==> config.mk <==
export PLATFORM = sky130hd
export DESIGN_NAME = out_seq_ctrl
export DESIGN_NICKNAME = d
export VERILOG_FILES = /design/src/rtl/out_seq_ctrl.sv
export SDC_FILE = /design/constraint.sdc
export NUM_CORES = 1
export LEC_CHECK = 0
export ABC_AREA = 0
export CORE_MARGIN = 5
export CORE_UTILIZATION = 50
export CTS_BUF_LIST = sky130_fd_sc_hd__clkbuf_4
export DETAILED_ROUTE_END_ITERATION = 12
export PLACE_DENSITY = 0.73
export REMOVE_ABC_BUFFERS = 1
export SLEW_MARGIN = 15
export SYNTH_ARGS = -nofsm -noshare
export SYNTH_HDL_FRONTEND = slang
export SYNTH_SLANG_ARGS = --single-unit
==> constraint.sdc <==
create_clock -name clk -period 4 [get_ports clk]
set_clock_uncertainty 0.1 [all_clocks]
set_input_delay 0.8 -clock clk [delete_from_list [all_inputs] [get_ports clk]]
set_output_delay 0.8 -clock clk [all_outputs]
set_load 0.1 [all_outputs]
==> src/rtl/out_seq_ctrl.sv <==
// Output sequencer: on each kernel-finished pulse, sweeps every channel at the current window.
// Each beat's address, first-beat flag and last-beat flag travel down a stallable pipeline to the outputs.
module out_seq_ctrl #(
  parameter int OSW  = 10,
  parameter int ODW  = 4,
  parameter int AW   = 12,
  parameter int PIPE = 3
) (
  input  logic           clk,
  input  logic           rst,
  input  logic           acc_mode,
  input  logic           s_init,
  input  logic           k_fin,
  input  logic           stall,
  input  logic [ODW-1:0] od,
  input  logic [OSW-1:0] os,
  output logic           out_busy,
  output logic           outr,
  output logic           accr,
  output logic [AW-1:0]  oa,
  output logic           update,
  output logic           done,
  output logic           err
);

  localparam int PW = ODW + OSW + 1;

  typedef enum logic {IDLE, SWEEP} state_t;

  state_t          state;
  logic [ODW-1:0]  ct;
  logic [OSW-1:0]  wi;
  logic            pending;

  logic [PIPE-1:0] pv;
  logic [PIPE-1:0] pf;
  logic [PIPE-1:0] pl;
  logic [AW-1:0]   pa [PIPE];

  logic            issue;
  logic            ch_wrap;
  logic            win_wrap;
  logic [PW-1:0]   prod;

  always_comb begin
    issue    = (state == SWEEP) && !stall;
    ch_wrap  = (ct == od);
    win_wrap = (wi == os - OSW'(1));
    prod     = PW'(ct) * PW'(os) + PW'(wi);
  end

  // A k_fin landing on the channel wrap chains a new sweep with no bubble;
  // s_init is applied last so it overrides any window increment.
  always_ff @(posedge clk) begin
    if (rst) begin
      state   <= IDLE;
      ct      <= '0;
      wi      <= '0;
      pending <= 1'b0;
      err     <= 1'b0;
      pv      <= '0;
      pf      <= '0;
      pl      <= '0;
      for (int i = 0; i < PIPE; i++) pa[i] <= '0;
    end else begin
      if (issue) begin
        if (ch_wrap) begin
          ct <= '0;
          wi <= win_wrap ? '0 : wi + OSW'(1);
          if (pending)     pending <= 1'b0;
          else if (!k_fin) state   <= IDLE;
        end else begin
          ct <= ct + ODW'(1);
        end
      end
      if (k_fin) begin
        if (state == IDLE) begin
          state <= SWEEP;
          ct    <= '0;
        end else if (pending) begin
          err <= 1'b1;
        end else if (!(issue && ch_wrap)) begin
          pending <= 1'b1;
        end
      end
      if (s_init) begin
        wi <= '0;
        if (state == SWEEP) err <= 1'b1;
      end
      if (!stall) begin
        for (int i = 1; i < PIPE; i++) begin
          pv[i] <= pv[i-1];
          pf[i] <= pf[i-1];
          pl[i] <= pl[i-1];
          pa[i] <= pa[i-1];
        end
        pv[0] <= issue;
        pf[0] <= issue && (ct == '0);
        pl[0] <= issue && ch_wrap && win_wrap;
        pa[0] <= issue ? AW'(prod) : '0;
      end
    end
  end

  assign out_busy = pending;
  assign outr     = pv[PIPE-1];
  assign oa       = pa[PIPE-1];
  assign update   = pf[PIPE-1];
  assign done     = pv[PIPE-1] & pl[PIPE-1];
  assign accr     = pv[PIPE-2] & acc_mode;

endmodule

## Yosys cells after proc, flatten, opt, wreduce, memory -nomap -nowiden

Memory sizes are Yosys's and may differ from the RTL's.
Index checks and enable logic that the tools add are counted.

- Register bits after elaboration: 26
- Output and inout bits: 18
- Word-level logic and storage cells: 60
- Input bits: 20
- Memories kept: 1
- Bits in writable memories: 36

- Reductions and logical operators: 8
- Add/subtract/negate cells: 4
- $mul: 1
- Eq/ne operators: 2
- Mux-type cells: 31
- Bitwise operators: 5

Memory list:

| memory | depth | width | rd ports | clocked after Yosys merged registers in | wr ports | line | source |
|---|---|---|---|---|---|---|---|
| pa | 3 | 12 | 3 | 0 | 3 | 38 | `logic [AW-1:0] pa [PIPE];` |

Operators by type and width:

| operator | count |
|---|---|
| 2-to-1 mux 12 bit | 4 |
| 2-to-1 mux 1 bit | 22 |
| 2-to-1 mux 4 bit | 4 |
| adder 12 x 10 -> 12 bit | 1 |
| multiplier 4 x 10 -> 12 bit | 1 |
| adder 10 x 1 -> 10 bit, second input constant | 1 |
| == test 10 bit | 1 |
| 2-to-1 mux 10 bit | 1 |
| subtractor 10 x 1 -> 10 bit, second input constant | 1 |
| adder 4 x 1 -> 4 bit, second input constant | 1 |
| == test 4 bit | 1 |
| logical AND 1 bit | 4 |
| zero test 4 bit | 1 |
| bitwise OR 1 bit | 3 |
| AND 1 bit | 2 |
| AND reduction 2 bit | 1 |
| OR reduction 2 bit | 1 |
| zero test 1 bit | 1 |

## Logic depth before layout (Yosys ltp)

- Depth in word-level cells: 7
- Depth in mapped cells: 15
- Gate-level depth less buffers: 14

## Worst setup path before layout

Ideal clock, no wire load.

- Path kind: input -> register
- Start point: in os[2]
- End point: mem pa[0][11] (data pin)
- Slack: -0.213 ns
- Stages on the path: 13
- Arrival time: 3.850 ns
- Path buffers: 1
- Library setup time: 0.263 ns
- Data required time: 3.637 ns
- Cells stage by stage: clkbuf_1 nand2_1 fa_1 fa_1 fa_1 inv_1 ha_1 a211oi_1 o21ai_0 a21oi_1 a21oi_1 xnor2_1 nor2_1

RTL lines:

| element | line | source |
|---|---|---|
| from (decl) | 16 | `input logic [OSW-1:0] os,` |
| to (decl) | 38 |  |

==> results summary <==
The flow ran to the end, and the final reports show no timing, DRC or antenna violations. The insertion delay of the later-clocked pin in the worst-skew pair is 0.40 ns. The register-to-register setup slack is 0.23 ns.

The worst register-to-register path ends at pa[0][9]. Global routing finished with a remaining overflow of 0. The arrival time at the worst endpoint is 4.06 ns. The pin count of the biggest net entering global routing is 37. The post-route fraction of the period consumed by the critical path came out at 98.07%. The shortest clock period the worst path allows after layout came out at 3.923 ns. The first global-routing pass estimated 14210 µm of wire. In this run, post-CTS hold repair placed 0 buffers. The weighted congestion at the end of routability-driven global placement came out at 0.8519. The async set-or-reset flop fraction in the synthesized netlist came out at 0%. The overall die area came out at 10370 µm². In this run the tool buffered the top-level ports with 37 buffer cells. At the worst endpoint, the required time is 4.14 ns. The count of final max-slew check failures is 0.

Counting instances in the post-synthesis netlist gives the leading cell types as and2_1, inv_1, nor2_1. In the post-synthesis netlist, the cell with the most instances is and2_1. The DRC violation count after routing is 0. The sum of routed wire length over all layers is 8667 µm. The clock slew at the register clock pins of the worst setup and hold paths came out at 0.10 ns. TritonCTS built the clock tree. The post-placement setup slack is -0.7325 ns. The number of cells on the worst reg-to-reg path is 13. The count of flip-flops with a built-in enable after synthesis is 36. The die span in x is 101.8 µm. Walking the worst path, the cells encountered are dlygate4sd2_1, nand2_1, fa_1, fa_1, fa_1, inv_1, ha_4, a211oi_4, o21ai_2, buf_4, buf_4, buf_4, nand2_1, nand2_1, a21oi_1. The leading area contributor after synthesis is edfxtp_1. For hold timing, the worst endpoint is pv[0]. The antenna diode count came out at 0. The overall fraction of global-route tracks in use came out at 17.60%. The worst hold path passes through 2 cells. The count of H-tree levels built during CTS came out at 3. Row generation in the floorplan step produced 33 rows.

The worst pin sits at a relative slew slack of 35.02%. The detailed-routed wire length on met3 came out at 413 µm. For this run, the detailed router's first-pass iteration total came to 4.

The post-detailed-route count of antenna-violating nets is 0. The number of instances in the synthesized netlist came out at 426. The worst-case setup margin in the final layout is 0.07738 ns.

The startpoint type of the worst setup path is an input port. The achievable frequency is 0.2549 GHz. The startpoint identified for the worst register-to-register timing path is ct[2].

In the detailed route, the total length drawn on met2 is 4412 µm. Setup repair after global routing could not meet its margin everywhere. The vertical die dimension came out at 101.8 µm.

The number of nets in the final layout is 553. The average instance in the mapped netlist occupies 9.901 µm². The largest voltage drop on the vdd net is 0.1340 mV.

The slowest stage of the critical path is the fa_1 cell. The power per unit of standard cell area came out at 260.0 nW/µm². The area added between synthesis and finish came out at 21.83%.

The number of setup violations in the final report came out at 0. Synthesis instantiated 47 different standard cells from the library. The finished cells cover 5139 µm². For this block, wires on met1 add up to 3716 µm. The number of synthesized register bits came out at 62. The tool flagged a number of max-cap violations equal to 0. The number of clock buffers inserted by TritonCTS is 9.

The starting density of the core came out at 51.33%. The highest net fanout along the worst path is 5. The I/O pin total came out at 38. The count of endpoints failing hold in the final timing report is 0. The startpoint-to-endpoint class of the critical path is input port to register. The utilization after layout is 62.54%.

The source of the critical timing path is os[2]. The worst setup path is captured at a register. The peak per-stage delay on the critical path came out at 0.52 ns.

The core box area is 8217 µm². The sequential-to-total area share from yosys stat came out at 37.97%. The fraction of layout instances using a drive strength above 1 came out at 17.24%. The initial antenna violation count is 0. The detailed router used layers up to and including met4. The placed instance area is 4855 µm².

The violation count after the first detailed-routing iteration is 108. The clock root buffer is clkbuf_4. The via count of the first global-routing pass came out at 3129. The routed layout has 3069 vias. The transition time of the tightest slew-check pin came out at 0.9716 ns. The leakage power figure came out at 2.204 nW.

The share of the synthesized area in the top cell type is 25.63%. The final routed wire length divided by cell count is 14.49 µm. The total power is 1.336 mW.

The post-synth design cell area came out at 4218 µm². The tightest min-delay check is of the register to register type. Ranked by total cell area, the synthesized netlist is headed by edfxtp_1, dfxtp_1, fa_1.

The launch instance of the worst min-delay path is pv[0]. The sink count of the clock tree came out at 62. The half-perimeter wire length after placement came out at 6450 µm.

The detailed-route vias per instance came out at 5.132. The number of warnings issued by yosys came out at 0. The maximum buffer depth of the clock tree came out at 2. For this run, the leading register cell type out of synthesis is edfxtp_1.
worst max-delay path, delay by kind of cell:
kind,cells,cell delay [ns]
fa+ha+maj,4,1.80
buf+inv,5,0.71
simple gates,3,0.21
compound gates,3,0.54
state kept, by name (all words and copies together), names as in the netlist, 3 cells and up:
register,cells
pa,36
pv,3
wi,10
pf,3
pl,3
ct,4
cells in the final DEF, fill, tap and decap left out, drive strengths merged, types with 2 or more instances in the layout:
cell / count
dlymetal6s2s: 2
dlygate4sd2: 6
edfxtp: 36
nor3: 6
clkinv: 3
clkbuf: 11
dfxtp: 26
a21oi: 12
nor2b: 3
xnor2: 25
nand2: 22
clkdlybuf4s50: 28
mux2i: 7
and2: 53
xor2: 10
and3: 5
o2111ai: 2
nor4: 4
ha: 21
o21ai: 9
o21a: 2
fa: 24
buf: 43
nor2: 44
a211oi: 4
a21o: 5
nand3: 4
or4: 2
nor4b: 2
nand2b: 3
nand4: 6
inv: 46
stage by stage:
| step | setup TNS (ns) | hold WS [ns] | std cells |
|---|---|---|---|
| 2_1_floorplan | 0 | 0.3218 | 398 |
| 3_3_place_gp | -3.353 | 0.3315 | 579 |
| 3_5_place_dp | -3.784 | 0.3416 | 579 |
| 4_1_cts | 0 | 0.3560 | 598 |
| 5_1_grt | -0.04088 | 0.3829 | 598 |
| 6_report | 0 | 0.3493 | 598 |
power by group:
group          switching (mW)  leakage, nW  internal [mW]
combinational           0.135         1.52         0.0718
sequential            0.00923        0.610          0.698
clock                   0.223       0.0719          0.200
total                   0.367         2.20          0.969
cells by family after synthesis:
| logic type | count (synthesis) | share of synthesized area (%) |
|---|---|---|
| AOI/OAI and AO/OA | 45 | 7.743 |
| xor gates and xnor gates | 35 | 7.268 |
| adders and majority gates | 45 | 17.62 |
| buffers and inverters | 74 | 7.920 |
| DFF | 62 | 37.97 |
| muxes | 7 | 1.661 |
| and+or+nand+nor | 158 | 19.82 |
per-layer routing:
| metal | vias to the layer above | global-route usage [%] |
|---|---|---|
| met2 | 71 | 31.09 |
| met3 | 10 | 4.096 |
| met1 | 1471 | 21.33 |
| met4 | 0 | 5.651 |
| met5 | - | 0 |
| li1 | 1517 | - |
cell type report:
class,instances,area [µm²]
well taps,105,131.4
inverters,46,172.7
clock inverters,5,50.05
repair buffers,79,680.7
flip-flops and latches,62,1602
fillers,694,3078
multi-input cells,290,2420
clock buffers,11,82.58
how the worst max path moves through the flow:
| stage | slack, ns | cells past startpoint | endpoint |
|---|---|---|---|
| after global routing | -0.02 | 14 | pa[0][11] |
| final | 0.08 | 15 | pa[0][7] |
| after floorplan | 0.02 | 12 | pa[0][11] |
| after detailed placement | -0.73 | 13 | pa[0][11] |
| after CTS | 0.002 | 15 | pa[0][9] |
| after global placement | -0.61 | 14 | pa[0][11] |
what timing repair did:
action                                  4_1_cts  5_1_grt
buffers inserted                              3        0
pin swaps                                    11       13
endpoints found under the setup margin        4        5
gates resized for setup                      23       12
No activity file was read; power rests on OpenSTA's default activity.
